===== src/rtl/wb_pkg.sv =====
`default_nettype none
// +-----------------------------------------------------------------------+
// | Package     : wb_pkg                                                  |
// | Description : Shared types and load-size encodings for the MEM/WB     |
// |               writeback stage.                                        |
// | Revision    : 1.0 - initial release                                   |
// +-----------------------------------------------------------------------+
package wb_pkg;

  // Writeback result source; the reserved code behaves like the ALU path.
  typedef enum logic [1:0] {
    RES_ALU  = 2'b00,
    RES_MEM  = 2'b01,
    RES_PC4  = 2'b10,
    RES_RSVD = 2'b11
  } result_src_t;

  // RV32I load funct3 encodings.
  localparam logic [2:0] F3_LB  = 3'b000;
  localparam logic [2:0] F3_LH  = 3'b001;
  localparam logic [2:0] F3_LW  = 3'b010;
  localparam logic [2:0] F3_LBU = 3'b100;
  localparam logic [2:0] F3_LHU = 3'b101;

endpackage
`default_nettype wire


===== src/rtl/writeback_stage_load_align.sv =====
`default_nettype none
// +-----------------------------------------------------------------------+
// | Module      : load_align                                              |
// | Description : Extracts the addressed byte/halfword from an aligned    |
// |               memory word, sign/zero extends it, and reports whether  |
// |               the access size is misaligned for the byte offset.      |
// |               Formatting assumes a 32-bit data word.                  |
// | Revision    : 1.0 - initial release                                   |
// +-----------------------------------------------------------------------+
module load_align
  import wb_pkg::*;
#(
  parameter int DATA_WIDTH = 32
) (
  input  logic [DATA_WIDTH-1:0] word,
  input  logic [1:0]            off,
  input  logic [2:0]            funct3,
  output logic [DATA_WIDTH-1:0] data,
  output logic                  misaligned
);

  logic [7:0]  w_byte;
  logic [15:0] w_half;

  // Lane select: byte by full offset, halfword by offset bit 1.
  always_comb begin
    w_byte = word[7:0];
    case (off)
      2'd0:    w_byte = word[7:0];
      2'd1:    w_byte = word[15:8];
      2'd2:    w_byte = word[23:16];
      default: w_byte = word[31:24];
    endcase
    w_half = off[1] ? word[31:16] : word[15:0];
  end

  // Extension by load type; unlisted funct3 codes are treated as a full word.
  always_comb begin
    data       = word;
    misaligned = 1'b0;
    case (funct3)
      F3_LB:   data = {{(DATA_WIDTH-8){w_byte[7]}}, w_byte};
      F3_LBU:  data = {{(DATA_WIDTH-8){1'b0}}, w_byte};
      F3_LH: begin
        data       = {{(DATA_WIDTH-16){w_half[15]}}, w_half};
        misaligned = off[0];
      end
      F3_LHU: begin
        data       = {{(DATA_WIDTH-16){1'b0}}, w_half};
        misaligned = off[0];
      end
      default: begin
        data       = word;
        misaligned = (off != 2'b00);
      end
    endcase
  end

endmodule
`default_nettype wire


===== src/rtl/writeback_stage.sv =====
`default_nettype none
// +-----------------------------------------------------------------------+
// | Module      : writeback_stage                                         |
// | Description : MEM/WB pipeline register, load formatting, result       |
// |               select, retired-instruction counter and sticky          |
// |               misaligned-load flag.                                   |
// |               Optional macro WB_FORWARD_EN adds fwd_valid/fwd_rd/     |
// |               fwd_data copies of the write port for EX forwarding.    |
// | Revision    : 1.0 - initial release                                   |
// +-----------------------------------------------------------------------+
module writeback_stage
  import wb_pkg::*;
#(
  parameter int DATA_WIDTH    = 32,
  parameter int ADDRESS_WIDTH = 5,
  parameter int CNT_WIDTH     = 64
) (
  input  logic                     clk,
  input  logic                     rst,
  input  logic                     flush,
  input  logic                     in_valid,
  input  logic                     in_reg_write,
  input  logic [ADDRESS_WIDTH-1:0] in_rd,
  input  logic [1:0]               in_result_src,
  input  logic [2:0]               in_funct3,
  input  logic [DATA_WIDTH-1:0]    in_alu_result,
  input  logic [DATA_WIDTH-1:0]    in_mem_rdata,
  input  logic [DATA_WIDTH-1:0]    in_pc_plus4,
  output logic                     write_en,
  output logic [ADDRESS_WIDTH-1:0] write_addr,
  output logic [DATA_WIDTH-1:0]    write_data,
  output logic [CNT_WIDTH-1:0]     retired,
  output logic                     misalign_err
`ifdef WB_FORWARD_EN
  ,
  output logic                     fwd_valid,
  output logic [ADDRESS_WIDTH-1:0] fwd_rd,
  output logic [DATA_WIDTH-1:0]    fwd_data
`endif
);

  logic                     r_valid;
  logic                     r_reg_write;
  logic [ADDRESS_WIDTH-1:0] r_rd;
  result_src_t              r_src;
  logic [2:0]               r_funct3;
  logic [DATA_WIDTH-1:0]    r_alu;
  logic [DATA_WIDTH-1:0]    r_rdata;
  logic [DATA_WIDTH-1:0]    r_pc4;
  logic [CNT_WIDTH-1:0]     r_retired;
  logic                     r_misalign;

  logic [DATA_WIDTH-1:0]    w_load_data;
  logic                     w_size_mis;
  logic                     w_mis;

  // Pipeline capture; flush turns the captured slot into a bubble.
  always_ff @(posedge clk) begin
    if (rst) begin
      r_valid     <= 1'b0;
      r_reg_write <= 1'b0;
      r_rd        <= '0;
      r_src       <= RES_ALU;
      r_funct3    <= 3'b000;
      r_alu       <= '0;
      r_rdata     <= '0;
      r_pc4       <= '0;
    end else begin
      r_valid     <= in_valid & ~flush;
      r_reg_write <= in_reg_write;
      r_rd        <= in_rd;
      r_src       <= result_src_t'(in_result_src);
      r_funct3    <= in_funct3;
      r_alu       <= in_alu_result;
      r_rdata     <= in_mem_rdata;
      r_pc4       <= in_pc_plus4;
    end
  end

  load_align #(
    .DATA_WIDTH (DATA_WIDTH)
  ) u_load_align (
    .word       (r_rdata),
    .off        (r_alu[1:0]),
    .funct3     (r_funct3),
    .data       (w_load_data),
    .misaligned (w_size_mis)
  );

  // Only a valid load can be misaligned; other sources ignore the offset.
  assign w_mis = r_valid & (r_src == RES_MEM) & w_size_mis;

  // Result select; the reserved source falls back to the ALU result.
  always_comb begin
    write_data = r_alu;
    case (r_src)
      RES_MEM: write_data = w_load_data;
      RES_PC4: write_data = r_pc4;
      default: write_data = r_alu;
    endcase
  end

  assign write_en   = r_valid & r_reg_write & (r_rd != '0) & ~w_mis;
  assign write_addr = r_rd;

  // Retire counter (wraps) and sticky misalign flag, both cleared only by rst.
  always_ff @(posedge clk) begin
    if (rst) begin
      r_retired  <= '0;
      r_misalign <= 1'b0;
    end else begin
      if (r_valid) begin
        r_retired <= r_retired + CNT_WIDTH'(1);
      end
      if (w_mis) begin
        r_misalign <= 1'b1;
      end
    end
  end

  assign retired      = r_retired;
  assign misalign_err = r_misalign;

`ifdef WB_FORWARD_EN
  assign fwd_valid = write_en;
  assign fwd_rd    = write_addr;
  assign fwd_data  = write_data;
`endif

endmodule
`default_nettype wire


===== config.mk =====
export PLATFORM = sky130hd
export DESIGN_NAME = writeback_stage
export DESIGN_NICKNAME = d
export VERILOG_FILES = /design/src/rtl/wb_pkg.sv /design/src/rtl/writeback_stage_load_align.sv /design/src/rtl/writeback_stage.sv
export SDC_FILE = /design/constraint.sdc
export NUM_CORES = 1
export LEC_CHECK = 0
export BUFFER_PORTS_ARGS = -buffer_cell sky130_fd_sc_hd__buf_2
export CAP_MARGIN = 20
export CORE_AREA = 4 4 123 125
export CTS_CLUSTER_DIAMETER = 40
export CTS_CLUSTER_SIZE = 24
export DETAILED_ROUTE_END_ITERATION = 8
export DIE_AREA = 0 0 127 129
export GPL_TIMING_DRIVEN = 0
export PLACE_DENSITY = 0.87
export SYNTH_ARGS = -nofsm -noshare
export SYNTH_HDL_FRONTEND = slang
export SYNTH_SLANG_ARGS = --single-unit

===== constraint.sdc =====
create_clock -name clk -period 2.7 [get_ports clk]
set_clock_uncertainty 0.05 [all_clocks]
set_input_delay 0.135 -clock clk [delete_from_list [all_inputs] [get_ports clk]]
set_output_delay 0.135 -clock clk [all_outputs]
set_load 0.05 [all_outputs]

==> metrics <==
Via density 6.04; final-report max-slew violation count 0; Wirelength per Cell approximately 22 um; Crit. End Element output port; clk root buf clkbuf_16; drt total wl 28800 um; initial antenna violation count 1; P&R area growth vs syn 43.3%; synth warn 0; worst-skew pair later-pin latency 0.43 ns; Synth top area share about half; largest net degree at the start of global routing 18; Synthesized Nets 907; failing checks DRC, setup timing; RSZ-0062 raised after global routing yes; fmax 356 MHz; worst hold path type in2reg; Worst EP required 2.52 ns; cell taking the most area after synthesis dfxtp_1; Hold Crit Endpoint r_alu[7]$_SDFF_PP0_; reg2reg end retired[53]$_SDFFE_PP0P_; max-cap violation count 0; critical path peak fanout 10; Worst path top cell family by delay compound AO/OA/AOI/OAI gates; CP Cell Sequence nor2b_1, clkbuf_2, nor3_1, a21oi_1, o221ai_1, a31oi_1, clkbuf_4; worst setup margin -0.113 ns; Leak 4.42 nW; # fillers 917; most common cell after layout, fill and taps aside buf_2; hold slack 0.155 ns; dpl hpwl 15900 um; Initial Util 51.9%; commonest non-fill, non-tap cells in the layout buf_2, dfxtp_1, nor2b_1, dlygate4sd3_1, nor2_1; H-tree depth 4; Post-route DRC 2; Reg area about 3500 um^2; layout cells sized above 1 25.9%; hold_sp rst; Critical-path top delay cell dfxtp_1; Synth Instances 793; DRT Pass-1 Iters 9; Setup Viol. Count Final 4; Seq cells post-synth 173; TritonCTS clock tree done; antenna fix cells 0; DRT iter0 DRCs 1099; # clock sinks 173; clock slew at reported path FFs 0.06 ns; Crit path buffers/inverters 2; cells on worst reg2reg path 5; EDFF count, synth 0; Die Wd 127 um; Post-Place Worst Slack ~0.046 ns; Clock Path Buffers 2; pwr dens 579 nW/um^2; worst slew pin tran 0.776 ns; dominant cells by area after synthesis dfxtp_1, nor2b_1, nor2_1; worst hold stages 2; full die area 16400 um^2; Avg Cell Area, Syn 9.09 um^2; crit start category flip-flop; status complete, but fails checks; final setup TNS -0.299 ns; Core Area 13900 um^2; final number of hold-violating endpoints 0; GPL Wtd Cong between 0.9 and 1; Ports 214; ys flop type dfxtp_1; GRT Residual Overflow 0; maximum vdd drop 489 uV; fin cells 1324; R2R Setup Slk a little under 0.5 ns; Unique masters post-synth 52; Crit path largest cell delay 0.48 ns; crit path DAT approximately 2.6 ns; CTS buffer count 17; mapped cell area 7210 um^2; Antenna Violating Nets Remaining 0; crit path time final 2.81 ns; Async SR Flop Fraction 0%; final net count 1245; crit share post-route 104%; Placed Instances 1185; first-pass GRT wire length roughly 42000 um; Crit Reg-Reg Startpoint retired[10]$_SDFFE_PP0P_; die height roughly 130 um; Port Buf Inserts 212; Multi-input gate area 3580 um^2; WS Path Type reg2out; vias in the first global route roughly 7900; max_slew headroom 47.8%; row count 43; register area share after synthesis 48.1%; vias after detailed routing 7995; GRT Total Usage around 33%
==> synth_stat cells (3+ instances only) <==
cell,instances
a21oi_1,38
nor4_1,10
or3_1,15
o211ai_1,3
mux2_2,3
dfxtp_1,173
ha_1,3
a2bb2oi_1,7
xnor2_1,10
a221oi_1,17
o221ai_1,10
nand3_1,24
inv_1,9
a31oi_1,7
nand2_1,62
and3_1,23
nor2b_1,109
nor2_1,69
o31ai_1,8
buf_2,7
and2_1,3
mux2i_1,7
nor3_1,12
clkbuf_1,37
and4_1,6
or4_1,8
xor2_1,29
nand4_1,27
o21ai_0,26
==> report_power, final <==
group	switching, W	total (W)	internal (W)
clock	0.00116	0.00238	0.00122
sequential	0.0000580	0.00270	0.00264
combinational	0.000548	0.000903	0.000354
total	0.00176	0.00597	0.00421
==> stage by stage <==
step                utilization (%)  total power (W)  cell area (um^2)
global placement               61.2          0.00339              8490
global route                   74.4          0.00611             10300
finish                         74.4          0.00597             10300
CTS                            73.5          0.00582             10200
floorplan                         -          0.00317              7210
detailed placement             61.2          0.00340              8490
==> cell type report <==
cell class	count	area share, %
tap	180	2.18
clock buffer	18	4.16
sequential	173	33.5
timing repair buffer	323	21.6
multi-input combinational	562	34.7
inverter	10	0.364
buffer	44	2.18
clock inverter	14	1.24
==> how the worst max path moves through the flow <==
stage	start	endpoint	depth (start not counted)
6_report	r_alu[0]$_SDFF_PP0_	write_data[5]	7
5_1_grt	r_funct3[0]$_SDFF_PP0_	write_data[1]	6
4_1_cts	r_alu[1]$_SDFF_PP0_	write_data[13]	6
3_5_place_dp	r_src[0]$_SDFF_PP0_	write_data[11]	8
3_3_place_gp	r_src[0]$_SDFF_PP0_	write_data[4]	9
2_1_floorplan	r_src[0]$_SDFF_PP0_	write_data[2]	8
==> cells by family (layout without fill, tap and decap cells) <==
group	count (synthesis)	count (layout)	share of synthesized area (%)
flops	173	173	48.1
buf+inv	58	409	3.46
xor+xnor	39	39	4.74
compound gates	124	124	11.3
fa+ha+maj	3	3	0.521
simple gates	385	385	30.1
mux	11	11	1.75
==> registers in the layout, summed over array words and instances, names as in the netlist <==
| name | count |
|---|---|
| r_reg_write | 1 |
| r_pc4 | 32 |
| r_alu | 32 |
| misalign_err | 1 |
| r_src | 2 |
| write_addr | 5 |
| retired | 64 |
| r_funct3 | 3 |
| r_valid | 1 |
| r_rdata | 32 |
==> routing by layer <==
| layer | vias up | global-route usage, % | routed length, um |
|---|---|---|---|
| li1 | 3463 | - | - |
| met1 | 3675 | 35.9 | 9780 |
| met2 | 656 | 55.8 | 13600 |
| met3 | 199 | 10.7 | 3210 |
| met4 | 2 | 20.1 | 2130 |
| met5 | - | 0 | 19 |
==> what timing repair did <==
action / 4_1_cts / 5_1_grt
hold endpoints to repair: 108 / 0
hold buffers: 109 / 0
cloned: 0 / 0
pin swaps: 1 / 1
buffers inserted: 0 / 2
endpoints found under the setup margin: 30 / 31
resized for setup: 23 / 46
No activity file was read; power rests on OpenSTA's default activity.
